[config.mk]
export PLATFORM = sky130hd
export DESIGN_NAME = noc_packetizer
export DESIGN_NICKNAME = d
export VERILOG_FILES = /design/src/rtl/noc_packetizer.sv
export SDC_FILE = /design/constraint.sdc
export NUM_CORES = 1
export LEC_CHECK = 0
export CORE_AREA = 3 3 354 356
export CTS_BUF_LIST = sky130_fd_sc_hd__clkbuf_8 sky130_fd_sc_hd__clkbuf_16
export CTS_CLUSTER_DIAMETER = 100
export DETAILED_ROUTE_END_ITERATION = 8
export DIE_AREA = 0 0 357 359
export GPL_ROUTABILITY_DRIVEN = 0
export GPL_TIMING_DRIVEN = 0
export MAX_ROUTING_LAYER = met4
export SLEW_MARGIN = 30
export SYNTH_ARGS = -nofsm -noshare
export SYNTH_HDL_FRONTEND = slang
export SYNTH_SLANG_ARGS = --single-unit
[constraint.sdc]
create_clock -name clk_rtl -period 15.8 [get_ports clk_rtl]
set_input_delay 1.58 -clock clk_rtl [delete_from_list [all_inputs] [get_ports clk_rtl]]
set_output_delay 1.58 -clock clk_rtl [all_outputs]
set_load 0.02 [all_outputs]
[src/rtl/noc_packetizer.sv]
// noc_packetizer: wraps one user word and a destination into a 4-slot
// multi-flit packet word behind a single-entry registered output stage.
module noc_packetizer #(
   parameter int ADDRESS_WIDTH    = 4,
   parameter int VC_ADDRESS_WIDTH = 1,
   parameter int WIDTH_IN         = 400,
   parameter int WIDTH_OUT        = 512,
   parameter int ASSIGNED_VC      = 0
) (
   input  logic                     clk_rtl,
   input  logic                     rst,
   input  logic [WIDTH_IN-1:0]      i_data_in,
   input  logic                     i_valid_in,
   input  logic [ADDRESS_WIDTH-1:0] i_dest_in,
   output logic                     i_ready_out,
   output logic [WIDTH_OUT-1:0]     o_data_out,
   output logic                     o_valid_out,
   input  logic                     o_ready_in
);

   localparam int WF      = WIDTH_OUT / 4;
   localparam int HDR     = 3 + ADDRESS_WIDTH + VC_ADDRESS_WIDTH;
   localparam int FD      = WF - HDR;
   localparam int FD_SAFE = (FD < 1) ? 1 : FD;
   localparam int NF      = (WIDTH_IN + FD_SAFE - 1) / FD_SAFE;

   localparam logic [VC_ADDRESS_WIDTH-1:0] VC_ID =
      VC_ADDRESS_WIDTH'(ASSIGNED_VC);

   if (NF > 4 || FD < 1 || (WIDTH_OUT % 4) != 0) begin : g_bad_cfg
      $error("noc_packetizer: payload does not fit in 4 flits");
   end

   logic [4*FD_SAFE-1:0]  data_pad;
   logic [WIDTH_OUT-1:0]  packet;
   logic                  accept;
   logic                  valid_q;
   logic [WIDTH_OUT-1:0]  data_q;

   // Zero-extend the user word so the last flit carries zeros past WIDTH_IN
   always_comb begin
      data_pad = '0;
      data_pad[WIDTH_IN-1:0] = i_data_in;
   end

   // Build all flit slots; unused trailing slots stay all-zero
   always_comb begin
      packet = '0;
      for (int k = 0; k < 4; k++) begin
         if (k < NF) begin
            packet[WIDTH_OUT-1-k*WF -: WF] = {
               1'b1,
               (k == 0),
               (k == NF - 1),
               i_dest_in,
               VC_ID,
               data_pad[k*FD_SAFE +: FD_SAFE]
            };
         end
      end
   end

   // Single-entry pipe: free when empty or draining this cycle
   always_comb begin
      i_ready_out = !valid_q || o_ready_in;
      accept      = i_valid_in && i_ready_out;
   end

   // Output register; a drain and a new accept on one edge just replace
   always_ff @(posedge clk_rtl or posedge rst) begin
      if (rst) begin
         valid_q <= 1'b0;
         data_q  <= '0;
      end else if (accept) begin
         valid_q <= 1'b1;
         data_q  <= packet;
      end else if (o_ready_in) begin
         valid_q <= 1'b0;
      end
   end

   assign o_valid_out = valid_q;
   assign o_data_out  = data_q;

endmodule

## Word level (Yosys, flattened, before mapping)

Index checks and enable logic that the tools add are counted.

| storage, ports and cells | value |
|---|---|
| register bits after elaboration | 422 |
| input port bits | 408 |
| output and inout bits | 514 |
| word-level logic and storage cells | 8 |

| cells by class | value |
|---|---|
| multiplexer cells | 2 |
| reductions and logical operators | 4 |

Operators by type and width:

| kind | count |
|---|---|
| $mux W1 | 2 |
| $reduce_bool A2 Y1 | 1 |
| $logic_and A1 B1 Y1 | 1 |
| $logic_not A1 Y1 | 1 |
| $logic_or A1 B1 Y1 | 1 |

## Depth between registers and ports, before layout

Gate-level depths: netlist (run 1).

| depth | value |
|---|---|
| depth after elaboration | 4 |
| gate-level depth with buffers | 5 |
| gate-level depth less buffers | 3 |

## Least setup slack after synthesis (run 1)

OpenSTA, ideal clock, no wires.

| path | value |
|---|---|
| kind | input-to-output |
| start | in o_ready_in |
| end | out i_ready_out |
| data arrival time | 1.743 ns |
| data required time | 14.220 ns |
| slack | 12.477 ns |
| cell stages on the path | 1 |
| cell sequence | nand2b_4 |

| on the way | value |
|---|---|
| word-level cells in the longest chain between the ends | 1 |

Ends and longest elaborated chain:

| element | RTL line | text |
|---|---|---|
| start: declaration | 18 | `input logic o_ready_in` |
| $logic_or A1 B1 Y1 | 65 | `i_ready_out = !valid_q \|\| o_ready_in;` |
| end: declaration | 15 | `output logic i_ready_out,` |

No other way between the ends.

## Final worst setup path (run 1)

Ends and elaborated chain as after synthesis.

==> results of run 1 <==
metrics by stage:
stage	hold WS [ns]	setup slack, ns
2_1_floorplan	0.615	2.93
3_3_place_gp	0.472	-3.50
3_5_place_dp	0.480	11.30
4_1_cts	0.493	11.28
5_1_grt	0.494	11.26
6_report	0.485	11.33
power groups by stage:
stage	Clock, mW	Combinational (mW)	Sequential, mW
after floorplan	0	0.254	1.48
after global placement	0	0.989	1.31
after detailed placement	0	0.997	1.31
after CTS	1.28	1.00	1.29
after global routing	1.32	1.03	1.31
final	1.23	0.979	1.29
sequential cells by signal, summed over array words and instances (netlist names):
| name | flops |
|---|---|
| o_valid_out | 1 |
| o_data_out | 405 |
layout by cell type (no fill, tap or decap), drive strengths merged:
cell,Yosys,layout
inv,1,14
buf,151,156
dfrtp,406,406
bufinv,0,4
nand2,1,1
conb,1,90
clkinv,0,4
clkdlybuf4s50,0,831
clkbuf,0,69
clkinvlp,0,3
mux2,404,404
nand2b,3,3
diode,0,26
path summary, 6_finish.rpt:
check	start	endpoint	slack, ns
max	o_ready_in	i_ready_out	11.33
min in group asynchronous	rst	o_data_out[464]$_DFFE_PP0P_	1.39
max in group asynchronous	rst	o_data_out[183]$_DFFE_PP0P_	12.78
min	o_data_out[323]$_DFFE_PP0P_	o_data_out[323]$_DFFE_PP0P_	0.49
max reg2reg	o_valid_out$_DFFE_PP0P_	o_data_out[224]$_DFFE_PP0P_	13.88
min reg2reg	o_data_out[323]$_DFFE_PP0P_	o_data_out[323]$_DFFE_PP0P_	0.49
cell type report:
type	count	share of cell area
sequential	406	0.350
timing repair buffer	836	0.291
multi-input combinational	498	0.182
tap	1625	0.0700
clock buffer	69	0.0532
buffer	151	0.0436
clock inverter	24	0.00762
antenna	26	0.00224
inverter	1	0.000387
kinds of logic after synthesis:
logic type | after synthesis
DFF | 406
muxes | 404
buffers and inverters | 152
and+or+nand+nor | 4
other | 1
worst max-delay path: stages:
cell             delay, ns
clkdlybuf4s50_1       0.46
nand2b_4              0.17
clkdlybuf4s50_1       0.67
per-layer routing:
layer  up-vias  wire, um  GRT usage
li1       5180         -          -
met1      5702     29400      0.127
met2       506     36800      0.196
met3        93      6170     0.0426
met4         0      1410     0.0250
met5         -         0          -
==> flow_summary.rst, run 1 <==
.. list-table::
   :header-rows: 1

   * - Metric
     - Value
   * - Run status
     - finished clean
   * - Count of pins on the block boundary
     - between 900 and 1000
   * - Vertical die dimension
     - 359 um
   * - Max Transition Viols Final
     - 0
   * - Top-count cell post-synth
     - dfrtp_1
   * - Data required time at the worst endpoint
     - 14.22 ns
   * - Switching power total
     - 1.04 mW
   * - Fraction of the mapped netlist area in compound gates
     - 0
   * - Fraction of power consumed by the clock network
     - 0.351
   * - Internal power summed over all cells
     - 2.45 mW
   * - X dimension of the die
     - 357 um
   * - Total area of sequential cells
     - between 10000 and 15000 sq um
   * - Tightest Pin Transition
     - 0.648 ns
   * - Share of the core filled with cells
     - 0.238
   * - Xor/xnor cell area share of the yosys netlist
     - 0
   * - Ratio of total power to cell area
     - 120 nW/um^2
   * - Initial antenna violation count
     - 27
   * - Primary FF master, synth
     - dfrtp_1
   * - Post-Place Cells
     - 3517
   * - Pin count of the biggest net entering global routing
     - 83
   * - Number of global-route vias before repair
     - between 10000 and 15000
   * - Clock tree from TritonCTS
     - done
   * - Proportion of netlist area held by the largest area contributor
     - 0.620
   * - Area of placed instances
     - 27200 sq um
   * - Number of synthesis warnings
     - 0
   * - Max-capacitance violation count
     - 0
   * - Clock slew seen by the registers of the worst setup and hold paths
     - 0.06 ns
   * - Count of non-filler cells in the finished layout
     - 3636
   * - Average detailed-routed wire length per instance
     - a little over 20 um
   * - Initial Util
     - 0.134
   * - Number of rows created at floorplan
     - approximately 130
   * - Worst setup path category
     - in2out
   * - Fraction of power consumed by combinational cells
     - 0.280
   * - Combinational family with the most area after synthesis
     - multiplexers
   * - DRC viols
     - 0
   * - Cell type with the highest aggregate area in the netlist
     - dfrtp_1
   * - Hold-fix buffers, CTS
     - 0
   * - Vias per std cell
     - 3.16
   * - Number of violations reported at the end of detailed-routing iteration 0
     - 418
   * - Fmax achieved
     - approximately 220 MHz
   * - Total non-filler cell area in the finished layout
     - 29100 sq um
   * - Leftover overflow at the end of global routing
     - 0
   * - Setup violation total in the final timing report
     - 0
   * - Inserted Clock Buffers
     - 52
   * - Count of flip-flops with a built-in enable after synthesis
     - 0
   * - Sum of negative setup slack
     - 0 ns
   * - # Post-CTS Setup Buffers
     - 0
   * - Dpl hpwl
     - 60900 um
   * - Number of nets in the layout
     - 2354
   * - CP startpoint kind
     - input port
   * - Share of synthesized area occupied by flip-flops and latches
     - 0.620
   * - Proportion of layout cells with a drive suffix above 1
     - 0.199
   * - Total power after layout
     - 3.50 mW
   * - Final period utilization
     - 0.283
   * - Die area
     - roughly 130000 sq um
   * - Signal arrival time at the worst endpoint
     - 2.89 ns
   * - CTS sink cnt
     - just over 400
   * - Net switching fraction of the power
     - 0.299
   * - Synthesis-to-layout area growth
     - 77.2%
   * - Placeable core region
     - 122000 sq um
   * - Latest clock arrival within the worst-skew pair
     - about 0.60 ns
   * - Synthesized instance count
     - 967
   * - Resized cells post-CTS
     - 0
   * - Average cell area after synthesis
     - 17.0 sq um
   * - Simple logic cell fraction of the synthesized area
     - 0.00229
   * - Hold Path Depth
     - 1
   * - GRT Overall Usage
     - 0.115
   * - Number of detailed-routing iterations run before antenna repair
     - 4
   * - Number of cells traversed by the worst register-to-register path
     - 4
   * - Number of endpoints with negative hold slack in the final report
     - 0
   * - Post-synthesis share of cell area spent on full adders, half adders and majority gates
     - 0
   * - Sequential share of power
     - 0.369
   * - Area of the multi-input gates
     - 5300 sq um
   * - Cell variety after synth
     - 12
   * - Most frequent cells after synthesis
     - dfrtp_1, mux2_1, buf_4
   * - Wire length of the first global-routing pass
     - 101000 um
   * - # port buffers
     - around 830
   * - Pleak
     - 12.2 nW
   * - Fill cell instance count of the final layout
     - 12900
   * - Rel. slew slack
     - 0.566
   * - Clk_skew
     - ~0.013 ns
   * - RSZ-0062 raised after global routing
     - no
   * - Maximum clock insertion buffer count
     - 3
   * - Vias
     - ~11000
   * - Classification of the worst-slack hold path
     - reg2reg
   * - Post-Route WL
     - 73800 um
   * - Final antenna-violating net count
     - 0
   * - Depth of the CTS H-tree
     - 2
   * - Top post-synthesis cells by area
     - dfrtp_1, mux2_1, mux2_4
   * - Minimum clock period
     - 4.47 ns
   * - Type of element capturing the critical path
     - primary output
   * - Largest fanout on the critical path
     - 3
   * - CTS Root Cell
     - clkbuf_16
   * - Synthesis-stage register bit count
     - 406
   * - Mapped cell area
     - 16400 sq um
   * - Multiplexer area fraction after synthesis
     - 0.300
   * - Async set-or-reset flop fraction in the synthesized netlist
     - 1.00
   * - Maximum vdd drop
     - ~76 uV
(Power assumes the default switching activity.)
==> run 2, diff against run 1 <==
==> constraint.sdc (replaced) <==
create_clock -name clk_rtl -period 4.6 [get_ports clk_rtl]
set_input_delay 0.46 -clock clk_rtl [delete_from_list [all_inputs] [get_ports clk_rtl]]
set_output_delay 0.46 -clock clk_rtl [all_outputs]
set_load 0.02 [all_outputs]
==> flow_summary.rst, run 2 (synthesized netlist as in run 1, its figures left out) <==
.. list-table::
   :header-rows: 1

   * - Metric
     - Value
   * - Fmax achieved
     - 400 MHz
   * - Clock slew seen by the registers of the worst setup and hold paths
     - 0.06 ns
   * - Total power after layout
     - 11.9 mW
   * - Slowest stage delay, CP
     - around 0.64 ns
   * - # port buffers
     - 831
   * - Tightest Pin Transition
     - roughly 0.76 ns
   * - CTS Root Cell
     - clkbuf_16
   * - Dpl hpwl
     - 60700 um
   * - GRT Overall Usage
     - 0.114
   * - Post-Route WL
     - 73400 um
   * - Worst setup path category
     - reg2out
   * - # Post-CTS Setup Buffers
     - 0
   * - Clock tree from TritonCTS
     - done
   * - Met3 capacity usage during global routing
     - 0.0441
   * - Ratio of total power to cell area
     - 409 nW/um^2
   * - DRC viols
     - 0
   * - Final period utilization
     - 0.544
   * - Startpoint of the most critical register-to-register path
     - o_valid_out$_DFFE_PP0P_
   * - Maximum clock insertion buffer count
     - 3
   * - Max Transition Viols Final
     - 0
   * - Minimum clock period
     - 2.50 ns
   * - Vias
     - 11600
   * - Inserted Clock Buffers
     - just over 50
   * - Proportion of layout cells with a drive suffix above 1
     - 0.203
   * - Met1 Resource Use GR
     - 0.128
   * - Number of detailed-routing iterations run before antenna repair
     - 4
   * - Average detailed-routed wire length per instance
     - 20.2 um
   * - Wire length of the first global-routing pass
     - 99400 um
   * - Rel. slew slack
     - 0.492
   * - Number of nets in the layout
     - ~2400
   * - Type of element capturing the critical path
     - primary output
   * - Number of global-route vias before repair
     - 12500
   * - Pin count of the biggest net entering global routing
     - 28
   * - Latest clock arrival within the worst-skew pair
     - 0.61 ns
   * - Clk_skew
     - 0.0138 ns
   * - Vertical die dimension
     - 359 um
   * - Synthesis-to-layout area growth
     - 78.2%
   * - Maximum vdd drop
     - 322 uV
   * - Hold-fix buffers, CTS
     - 0
   * - Resized cells post-CTS
     - 0
   * - Signal arrival time at the worst endpoint
     - 2.04 ns
   * - Top library cells by usage in the layout, fill and taps aside
     - clkdlybuf4s50_1, dfrtp_1, mux2_1
   * - Critical-path top delay cell
     - dfrtp_1
   * - Data required time at the worst endpoint
     - 4.14 ns
   * - Max-capacitance violation count
     - 0
   * - X dimension of the die
     - 357 um
   * - Max FFs per register
     - approximately 400
   * - Worst Hold Slack
     - 0.242 ns
   * - CP startpoint
     - o_data_out[507]$_DFFE_PP0P_
   * - CTS sink cnt
     - 406
   * - CP Cell Sequence
     - buf_4 > clkdlybuf4s50_1
   * - Classification of the worst-slack hold path
     - in2async
   * - Number of endpoints with negative hold slack in the final report
     - 0
   * - Area of the multi-input gates
     - 5300 sq um
   * - Met2 Resource Use GR
     - 0.189
   * - Initial antenna violation count
     - 23
   * - Number of violations reported at the end of detailed-routing iteration 0
     - 441
   * - Initial Util
     - 0.134
   * - Leftover overflow at the end of global routing
     - 0
   * - Crit path buf inv count
     - 2
   * - Run status
     - finished clean
   * - Depth of the CTS H-tree
     - 2
   * - Most common cell after layout, fill and taps aside
     - clkdlybuf4s50_1
   * - Total area of sequential cells
     - 10200 sq um
   * - Most utilized layer in the global route result
     - met2
   * - Cell family with the largest share of critical-path delay
     - buffers and inverters
   * - Die area
     - around 130000 sq um
   * - Fill cell instance count of the final layout
     - approximately 13000
   * - Pleak
     - 12.3 nW
   * - RSZ-0062 raised after global routing
     - no
   * - Count of pins on the block boundary
     - 922
   * - Share of the core filled with cells
     - 0.239
   * - Setup violation total in the final timing report
     - 0
   * - Number of rows created at floorplan
     - approximately 130
   * - Placeable core region
     - around 120000 sq um
   * - CP startpoint kind
     - flop
   * - Final antenna-violating net count
     - 0
   * - Vias per std cell
     - 3.18
   * - Largest fanout on the critical path
     - 5
run 2: cell types whose count changed in the layout (fill, tap and decap cells not counted):
cell        change
clkinv_2        +1
diode_2         -7
buf_12         +13
inv_8           -1
clkinv_4        +1
buf_16          -1
clkinvlp_4      -2
bufinv_16       -1
inv_1           -1
clkbuf_8        -1
run 2: cell type report:
type / count / share of cell area
antenna: 19 / 0.00163
buffer: 151 / 0.0434
clock buffer: 68 / 0.0525
clock inverter: 21 / 0.00612
inverter: 1 / 0.000257
multi-input combinational: 498 / 0.181
sequential: 406 / 0.348
tap: 1625 / 0.0696
timing repair buffer: 848 / 0.297
run 2: report_power, final:
group,total [mW],switching [mW],internal (mW),leakage [nW]
Clock,4.11,1.63,2.48,0.889
Sequential,4.44,0.342,4.10,4.75
Combinational,3.39,1.61,1.79,6.67
run 2: metal layers:
layer / routed length (um) / share of wire
met2: 35700 / 0.49
met1: 29400 / 0.40
met4: 1610 / 0.022
met5: 0 / 0
met3: 6690 / 0.091
run 2: final timing paths:
check	to	slack, ns	cells past startpoint
setup / recovery	o_data_out[507]	2.10	2
hold / removal	o_data_out[197]$_DFFE_PP0P_	0.24	2
setup reg to reg	o_data_out[130]$_DFFE_PP0P_	2.80	5
hold reg to reg	o_data_out[359]$_DFFE_PP0P_	0.49	1
max in group asynchronous	o_data_out[442]$_DFFE_PP0P_	2.57	9
min in group clk_rtl	o_data_out[172]$_DFFE_PP0P_	0.43	2
run 2: stage by stage:
stage / worst slack [ns] / instance area [sq um] / setup TNS (ns) / cells
finish: 2.10 / 29200 / 0 / 3637
global route: 2.04 / 29200 / 0 / 3636
CTS: 2.03 / 29200 / 0 / 3618
detailed placement: 1.87 / 27500 / 0 / 3529
global placement: -4.93 / 27100 / -1937.52 / 3512
floorplan: -1.33 / 16700 / -539.85 / 1056
